[src/rtl/add8u_err_eval.sv]
// ---------------------------------------------------------------------------
// add8u_err_eval
// Exhaustive error evaluator for a WIDTH-bit approximate unsigned adder that
// returns WIDTH+1 bits. It sweeps every operand pair (A in the upper half of
// the index, B in the lower half) into the adder under test and compares the
// returned sum with the exact sum. It accumulates the figures used for MAE,
// MSE, WCE (with the operands of the first worst case) and error probability.
//
// Ports:
//   clk, rst      clock and synchronous active-high reset
//   start         single-cycle request to begin a full sweep (ignored when busy)
//   busy          high from the cycle after start is accepted until done
//   done          one-cycle pulse when the results are final
//   dut_a, dut_b  registered operands driven into the adder under test
//   dut_o         sum returned by the adder under test (DUT_LAT cycles later)
//   sum_abs_err   sum of |dut_o - (A+B)|
//   sum_sq_err    sum of (dut_o - (A+B))^2
//   wce           largest absolute error seen
//   wce_a, wce_b  operands of the first pair that produced wce
//   err_cnt       number of pairs with a nonzero error
// ---------------------------------------------------------------------------
module add8u_err_eval #(
  parameter int WIDTH   = 8,
  parameter int DUT_LAT = 0
) (
  input  logic               clk,
  input  logic               rst,
  input  logic               start,
  output logic               busy,
  output logic               done,
  output logic [WIDTH-1:0]   dut_a,
  output logic [WIDTH-1:0]   dut_b,
  input  logic [WIDTH:0]     dut_o,
  output logic [3*WIDTH:0]   sum_abs_err,
  output logic [4*WIDTH+1:0] sum_sq_err,
  output logic [WIDTH:0]     wce,
  output logic [WIDTH-1:0]   wce_a,
  output logic [WIDTH-1:0]   wce_b,
  output logic [2*WIDTH:0]   err_cnt
);

  typedef enum logic [1:0] {S_IDLE, S_RUN, S_DRAIN, S_DONE} state_t;

  state_t             state_q;
  state_t             state_d;
  logic [2*WIDTH-1:0] idx_q;
  logic               issue;
  logic               last_pair;
  logic               accept;
  logic               pipe_busy;

  // Issue register (stage 0) followed by DUT_LAT alignment stages. The exact
  // sum and the operands ride along with the valid bit so that the entry at
  // index DUT_LAT lines up with dut_o.
  logic [DUT_LAT:0]   pv_q;
  logic [WIDTH:0]     px_q [0:DUT_LAT];
  logic [WIDTH-1:0]   pa_q [0:DUT_LAT];
  logic [WIDTH-1:0]   pb_q [0:DUT_LAT];

  // Error stage: registered absolute error plus its operands.
  logic               ev_q;
  logic [WIDTH:0]     eabs_q;
  logic [WIDTH-1:0]   ea_q;
  logic [WIDTH-1:0]   eb_q;

  logic signed [WIDTH+1:0] diff;
  logic [WIDTH:0]          abs_now;
  logic [2*WIDTH+1:0]      sq;

  assign issue     = (state_q == S_RUN);
  assign last_pair = issue && (idx_q == '1);
  assign accept    = (state_q == S_IDLE) && start;
  assign pipe_busy = (|pv_q) | ev_q;
  assign busy      = (state_q != S_IDLE);
  assign done      = (state_q == S_DONE);
  assign dut_a     = pa_q[0];
  assign dut_b     = pb_q[0];

  // The difference never exceeds 2^(WIDTH+1)-1 in magnitude, so negating
  // only the low WIDTH+1 bits gives the exact magnitude.
  always_comb begin
    diff    = $signed({1'b0, dut_o}) - $signed({1'b0, px_q[DUT_LAT]});
    abs_now = diff[WIDTH+1] ? (~diff[WIDTH:0] + 1'b1) : diff[WIDTH:0];
    sq      = {{(WIDTH+1){1'b0}}, eabs_q} * {{(WIDTH+1){1'b0}}, eabs_q};
  end

  // State register.
  always_ff @(posedge clk) begin
    if (rst) begin
      state_q <= S_IDLE;
    end else begin
      state_q <= state_d;
    end
  end

  // Next state: DRAIN waits for every valid bit in flight to retire so the
  // last pair has been accumulated before DONE.
  always_comb begin
    state_d = state_q;
    case (state_q)
      S_IDLE:  if (start)      state_d = S_RUN;
      S_RUN:   if (last_pair)  state_d = S_DRAIN;
      S_DRAIN: if (!pipe_busy) state_d = S_DONE;
      S_DONE:                  state_d = S_IDLE;
      default:                 state_d = S_IDLE;
    endcase
  end

  // Index counter, issue/alignment pipeline, error stage and accumulators.
  always_ff @(posedge clk) begin
    if (rst) begin
      idx_q       <= '0;
      pv_q        <= '0;
      for (int i = 0; i <= DUT_LAT; i++) begin
        px_q[i] <= '0;
        pa_q[i] <= '0;
        pb_q[i] <= '0;
      end
      ev_q        <= 1'b0;
      eabs_q      <= '0;
      ea_q        <= '0;
      eb_q        <= '0;
      sum_abs_err <= '0;
      sum_sq_err  <= '0;
      wce         <= '0;
      wce_a       <= '0;
      wce_b       <= '0;
      err_cnt     <= '0;
    end else begin
      pv_q[0] <= issue;
      if (issue) begin
        pa_q[0] <= idx_q[2*WIDTH-1:WIDTH];
        pb_q[0] <= idx_q[WIDTH-1:0];
        px_q[0] <= {1'b0, idx_q[2*WIDTH-1:WIDTH]} + {1'b0, idx_q[WIDTH-1:0]};
        if (!last_pair) begin
          idx_q <= idx_q + 1'b1;
        end
      end

      for (int i = 1; i <= DUT_LAT; i++) begin
        pv_q[i] <= pv_q[i-1];
        px_q[i] <= px_q[i-1];
        pa_q[i] <= pa_q[i-1];
        pb_q[i] <= pb_q[i-1];
      end

      ev_q   <= pv_q[DUT_LAT];
      eabs_q <= abs_now;
      ea_q   <= pa_q[DUT_LAT];
      eb_q   <= pb_q[DUT_LAT];

      if (accept) begin
        idx_q       <= '0;
        sum_abs_err <= '0;
        sum_sq_err  <= '0;
        wce         <= '0;
        wce_a       <= '0;
        wce_b       <= '0;
        err_cnt     <= '0;
      end else if (ev_q) begin
        sum_abs_err <= sum_abs_err + {{(2*WIDTH){1'b0}}, eabs_q};
        sum_sq_err  <= sum_sq_err + {{(2*WIDTH){1'b0}}, sq};
        err_cnt     <= err_cnt + {{(2*WIDTH){1'b0}}, |eabs_q};
        // Strictly greater: ties keep the earliest pair in sweep order.
        if (eabs_q > wce) begin
          wce   <= eabs_q;
          wce_a <= ea_q;
          wce_b <= eb_q;
        end
      end
    end
  end

endmodule
[config.mk]
export PLATFORM = sky130hd
export DESIGN_NAME = add8u_err_eval
export DESIGN_NICKNAME = d
export VERILOG_FILES = /design/src/rtl/add8u_err_eval.sv
export SDC_FILE = /design/constraint.sdc
export NUM_CORES = 1
export LEC_CHECK = 0
export BUFFER_PORTS_ARGS = -buffer_cell sky130_fd_sc_hd__buf_2
export CAP_MARGIN = 20
export CORE_MARGIN = 2
export CORE_UTILIZATION = 59
export CTS_CLUSTER_SIZE = 8
export DETAILED_ROUTE_END_ITERATION = 12
export GPL_TIMING_DRIVEN = 0
export HOLD_SLACK_MARGIN = 0.12
export PLACE_DENSITY = 0.83
export SLEW_MARGIN = 0
export SYNTH_ARGS = -nofsm -noshare
export SYNTH_HDL_FRONTEND = slang
export SYNTH_SLANG_ARGS = --single-unit
[constraint.sdc]
create_clock -name clk -period 7.9 [get_ports clk]
set_clock_uncertainty 0.2 [all_clocks]
set_input_delay 0.79 -clock clk [delete_from_list [all_inputs] [get_ports clk]]
set_output_delay 0.79 -clock clk [all_outputs]
set_load 0.02 [all_outputs]
==> impl_metrics.csv <==
group,metric,value,unit
status,result_of_the_run,"completed",
clock_network,ctsHoldBuffers,0,
global_route,number_of_global_route_vias_before_repair,8829,
clock_network,root_driver,"clkbuf_16",
timing,period_minus_slack,6.61,ns
detailed_routing,detailedRoute.firstPassIterationCount,8,
timing,timing.final.crit_share,83.7,%
detailed_routing,detailedRoute.firstIterationViolations,725,
critical_path,critical-path-max-stage-delay,0.61,ns
synth,postSynthCellCount,1196,
detailed_routing,detail_route.drc_violations,0,
clock_network,tritoncts,"done",
synth,synth_seq_cells,171,
critical_path,crit_type,"register to register",
floorplan,io-pin-count,131,
power_and_ir_drop,power.net_switching,0.00163,W
timing,worstMarginPinSlew,0.972,ns
detailed_routing,wire_per_inst,16.8,um
synth,post_synth_xor_area_fraction,5.79,%
critical_path,worst-r2r-cell-count,20,
synth,post_synth_fa_ha_maj_area_fraction,19.3,%
floorplan,floorplan.die.width,139,um
power_and_ir_drop,power_frac_seq,28.6,%
global_route,grt_start_max_net_pins,26,
global_route,grt_usage,27.7,%
power_and_ir_drop,comb_power_share,48.5,%
timing,totalNegativeSetupSlack,0,ns
synth,seq_area_frac_synth,34.2,%
critical_path,crit_path_end_kind,"register",
floorplan,initial_utilization,60.0,%
detailed_routing,vias,9102,
cells_and_area,final_antenna_diode_count,0,
synth,synth-edff-count,25,
power_and_ir_drop,internal-power,0.00208,W
placed_design,hpwlAfterDp,19.9,mm
synth,synth_top_cell_by_area,"dfxtp_1",
global_route,grt_pass1_wl,43.4,mm
clock_network,cts_made_buffers,17,
synth,synth_cell_type_count,62,
detailed_routing,post_drt_via_cell_ratio,5.74,
cells_and_area,post_layout_nonfiller_instances,1587,
placed_design,routabilityCongestion,0.929,
timing,rsz0062_at_grt,"no",
critical_path,setup.reg_to_reg.worst_slack,1.29,ns
synth,synth_top_family_by_area,"adder cells",
critical_path,crit_path_end,"sum_sq_err[31]$_SDFFE_PP0P_",
critical_path,cp_cell_sequence,"inv_1, nor2_1, inv_1, fa_1, inv_1, fa_1, inv_1, fa_1, inv_1, fa_1, inv_1, fa_1, inv_1, ha_1, a21boi_0, o21ai_0, and3_1, clkbuf_1, or4_1, nand2_1",
clock_network,cts.clk_slew.worst_paths,0.08,ns
timing,fmax,0.151,GHz
power_and_ir_drop,netSwitchingFraction,43.9,%
timing,max_slew_margin,35.2,%
critical_path,crit_start,"eabs_q[1]$_SDFF_PP0_",
synth,yosys_warnings,0,
cells_and_area,final_cell_mix,"dfxtp_1 (146), inv_1 (143), nor2_1 (139)",
clock_network,max-clock-path-buffers,2,
synth,synth-main-ff-cell,"dfxtp_1",
global_route,grt_antenna_before_repair,0,
synth,syn_avg_cell_area,8.97,sq um
critical_path,crit-reg2reg-launch,"eabs_q[1]$_SDFF_PP0_",
synth,synthesis.nets,1345,
job,total_of_max_cap_violations,0,
floorplan,die-height,139,um
critical_path,critPathRequiredTime,8.09,ns
critical_path,worst_path_most_repeated_cell,"inv_1",
power_and_ir_drop,cellPowerDensity,302,nW/um^2
synth,synth_compound_area_share,11.5,%
power_and_ir_drop,clockPowerShare,23.0,%
floorplan,core_region_area,17900,sq um
placed_design,io_buffers,130,
clock_network,cts-htree-levels,4,
synth,synthSimpleGateAreaFrac,19.0,%
synth,yosys-top-cells-area,"dfxtp_1 (27%), ha_1 (10%), fa_1 (9.0%)",
critical_path,worst_ep_arrival_time,6.80,ns
cells_and_area,share_of_cells_above_drive_strength_1,13.0,%
synth,synth.area.mux_share,3.82,%
timing,report.final.slew_viol_count,0,
critical_path,crit_path_top_delay_cell,"fa_1",
power_and_ir_drop,p_leak,5.83,nW
placed_design,dp.cells,1555,
cells_and_area,most_common_library_cell_in_the_layout_ignoring_fill_and_taps,"dfxtp_1",
detailed_routing,final_wl,26.6,mm
power_and_ir_drop,vdd_drop_max,0.211,mV
critical_path,critical_path.reg2reg.endpoint,"sum_sq_err[31]$_SDFFE_PP0P_",
synth,synthDominantCellAreaShare,27.2,%
cells_and_area,num-nets-final,1494,
clock_network,cts.repair_timing.setup_buffer_count,0,
clock_network,post_cts.resized_instances,0,
clock_network,worst_skew_pair.late_latency,0.44,ns
floorplan,die_area,19300,sq um
critical_path,path_max_fanout,10,
detailed_routing,ant_nets,0,
clock_network,clkSinkCount,171,
timing,final-setup-viol-count,0,
global_route,grt-ovfl-total,0,
critical_path,timing.critical_path.from_type,"register",
synth,synth_async_sr_flop_share,0,%
floorplan,std_cell_rows,49,
timing,timing.final.hold_violations,0,
cells_and_area,layout-area-overhead-vs-synth,14.4,%
synth,post_synth_instance_area,10700,sq um
hold_path,hold_class,"register to register",
flip-flops by register name, summed over array words and instances (netlist names), 2 cells and up:
name         count
eabs_q           9
wce_a            8
err_cnt         17
sum_sq_err      34
idx_q           16
eb_q             8
sum_abs_err     25
wce_b            8
px_q             9
pb_q             8
ea_q             8
state_q          2
wce              9
pa_q             8
how the worst min path moves through the flow:
stage	startpoint	endpoint	depth (start not counted)	slack (ns)
finish	ea_q[3]$_SDFF_PP0_	wce_a[3]$_SDFFE_PP0P_	2	0.26
global route	eb_q[1]$_SDFF_PP0_	wce_b[1]$_SDFFE_PP0P_	2	0.30
CTS	ea_q[3]$_SDFF_PP0_	wce_a[3]$_SDFFE_PP0P_	2	0.27
detailed placement	eb_q[7]$_SDFF_PP0_	wce_b[7]$_SDFFE_PP0P_	2	0.25
global placement	ea_q[2]$_SDFF_PP0_	wce_a[2]$_SDFFE_PP0P_	2	0.24
floorplan	pv_q$_SDFF_PP0_	ev_q$_SDFF_PP0_	1	0.23
metrics by stage:
step | worst slack [ns] | hold slack (ns) | cell area [sq um] | power [W] | util, %
final | 1.29 | 0.264 | 12300 | 0.00370 | 68.6
after global routing | 0.979 | 0.298 | 12300 | 0.00397 | 68.6
after CTS | 1.37 | 0.272 | 12300 | 0.00370 | 68.6
after detailed placement | 1.45 | 0.253 | 11700 | 0.00284 | 65.2
after global placement | 1.56 | 0.243 | 11700 | 0.00276 | 65.2
after floorplan | 2.09 | 0.232 | 10700 | 0.00240 | -
cells by family after synthesis:
group	count (synthesis)
simple gates	410
compound gates	184
xor+xnor	71
flops	171
fa+ha+maj	137
buf+inv	182
mux	41
worst max-delay path: cells and delay by family, from the launching register on:
kind / cells / cell delay (ns)
adder cells (fa/ha/maj): 6 / 3.01
AND/OR/NAND/NOR: 4 / 1.21
buffers and inverters: 8 / 0.89
AO/OA/AOI/OAI: 2 / 0.67
flip-flops: 1 / 0.58
Yosys cell counts, drive strengths merged, types with 5 or more instances:
| cell type | number |
|---|---|
| mux2i | 41 |
| a31oi | 7 |
| ha | 89 |
| nand4 | 26 |
| clkbuf | 33 |
| edfxtp | 25 |
| o21ai | 28 |
| nand2b | 12 |
| nor2 | 139 |
| nor3 | 16 |
| fa | 48 |
| o311ai | 7 |
| a211oi | 5 |
| o21a | 9 |
| o31ai | 7 |
| dfxtp | 146 |
| nor2b | 30 |
| a21o | 19 |
| a21oi | 54 |
| xnor2 | 32 |
| nand3 | 29 |
| o41ai | 5 |
| buf | 6 |
| and3 | 13 |
| and2 | 35 |
| o211ai | 9 |
| and4 | 5 |
| xor2 | 39 |
| nand2 | 72 |
| inv | 143 |
| a21boi | 6 |
| or4 | 12 |
| or3 | 8 |
layer usage:
layer / track usage [%] / routed length, um / up-vias
li1: - / - / 4355
met1: 34.9 / 11000 / 4310
met2: 46.6 / 12800 / 358
met3: 5.08 / 1780 / 79
met4: 12.6 / 1050 / 0
met5: 0 / 0 / -
power groups by stage:
stage | clock [W] | combinational, W | sequential (W)
after CTS | 0.000858 | 0.00179 | 0.00105
after global placement | 0 | 0.00169 | 0.00107
after floorplan | 0 | 0.00132 | 0.00108
after global routing | 0.000887 | 0.00202 | 0.00106
final | 0.000851 | 0.00180 | 0.00106
after detailed placement | 0 | 0.00176 | 0.00107
area by class of cell:
cell class / instances / area, sq um
buffer: 39 / 150
clock buffer: 18 / 439
clock inverter: 14 / 174
fill: 1379 / 5620
inverter: 143 / 537
multi-input combinational: 843 / 6370
sequential: 171 / 3670
tap: 229 / 287
timing repair buffer: 130 / 651
Power figures use the tool's default switching activity.
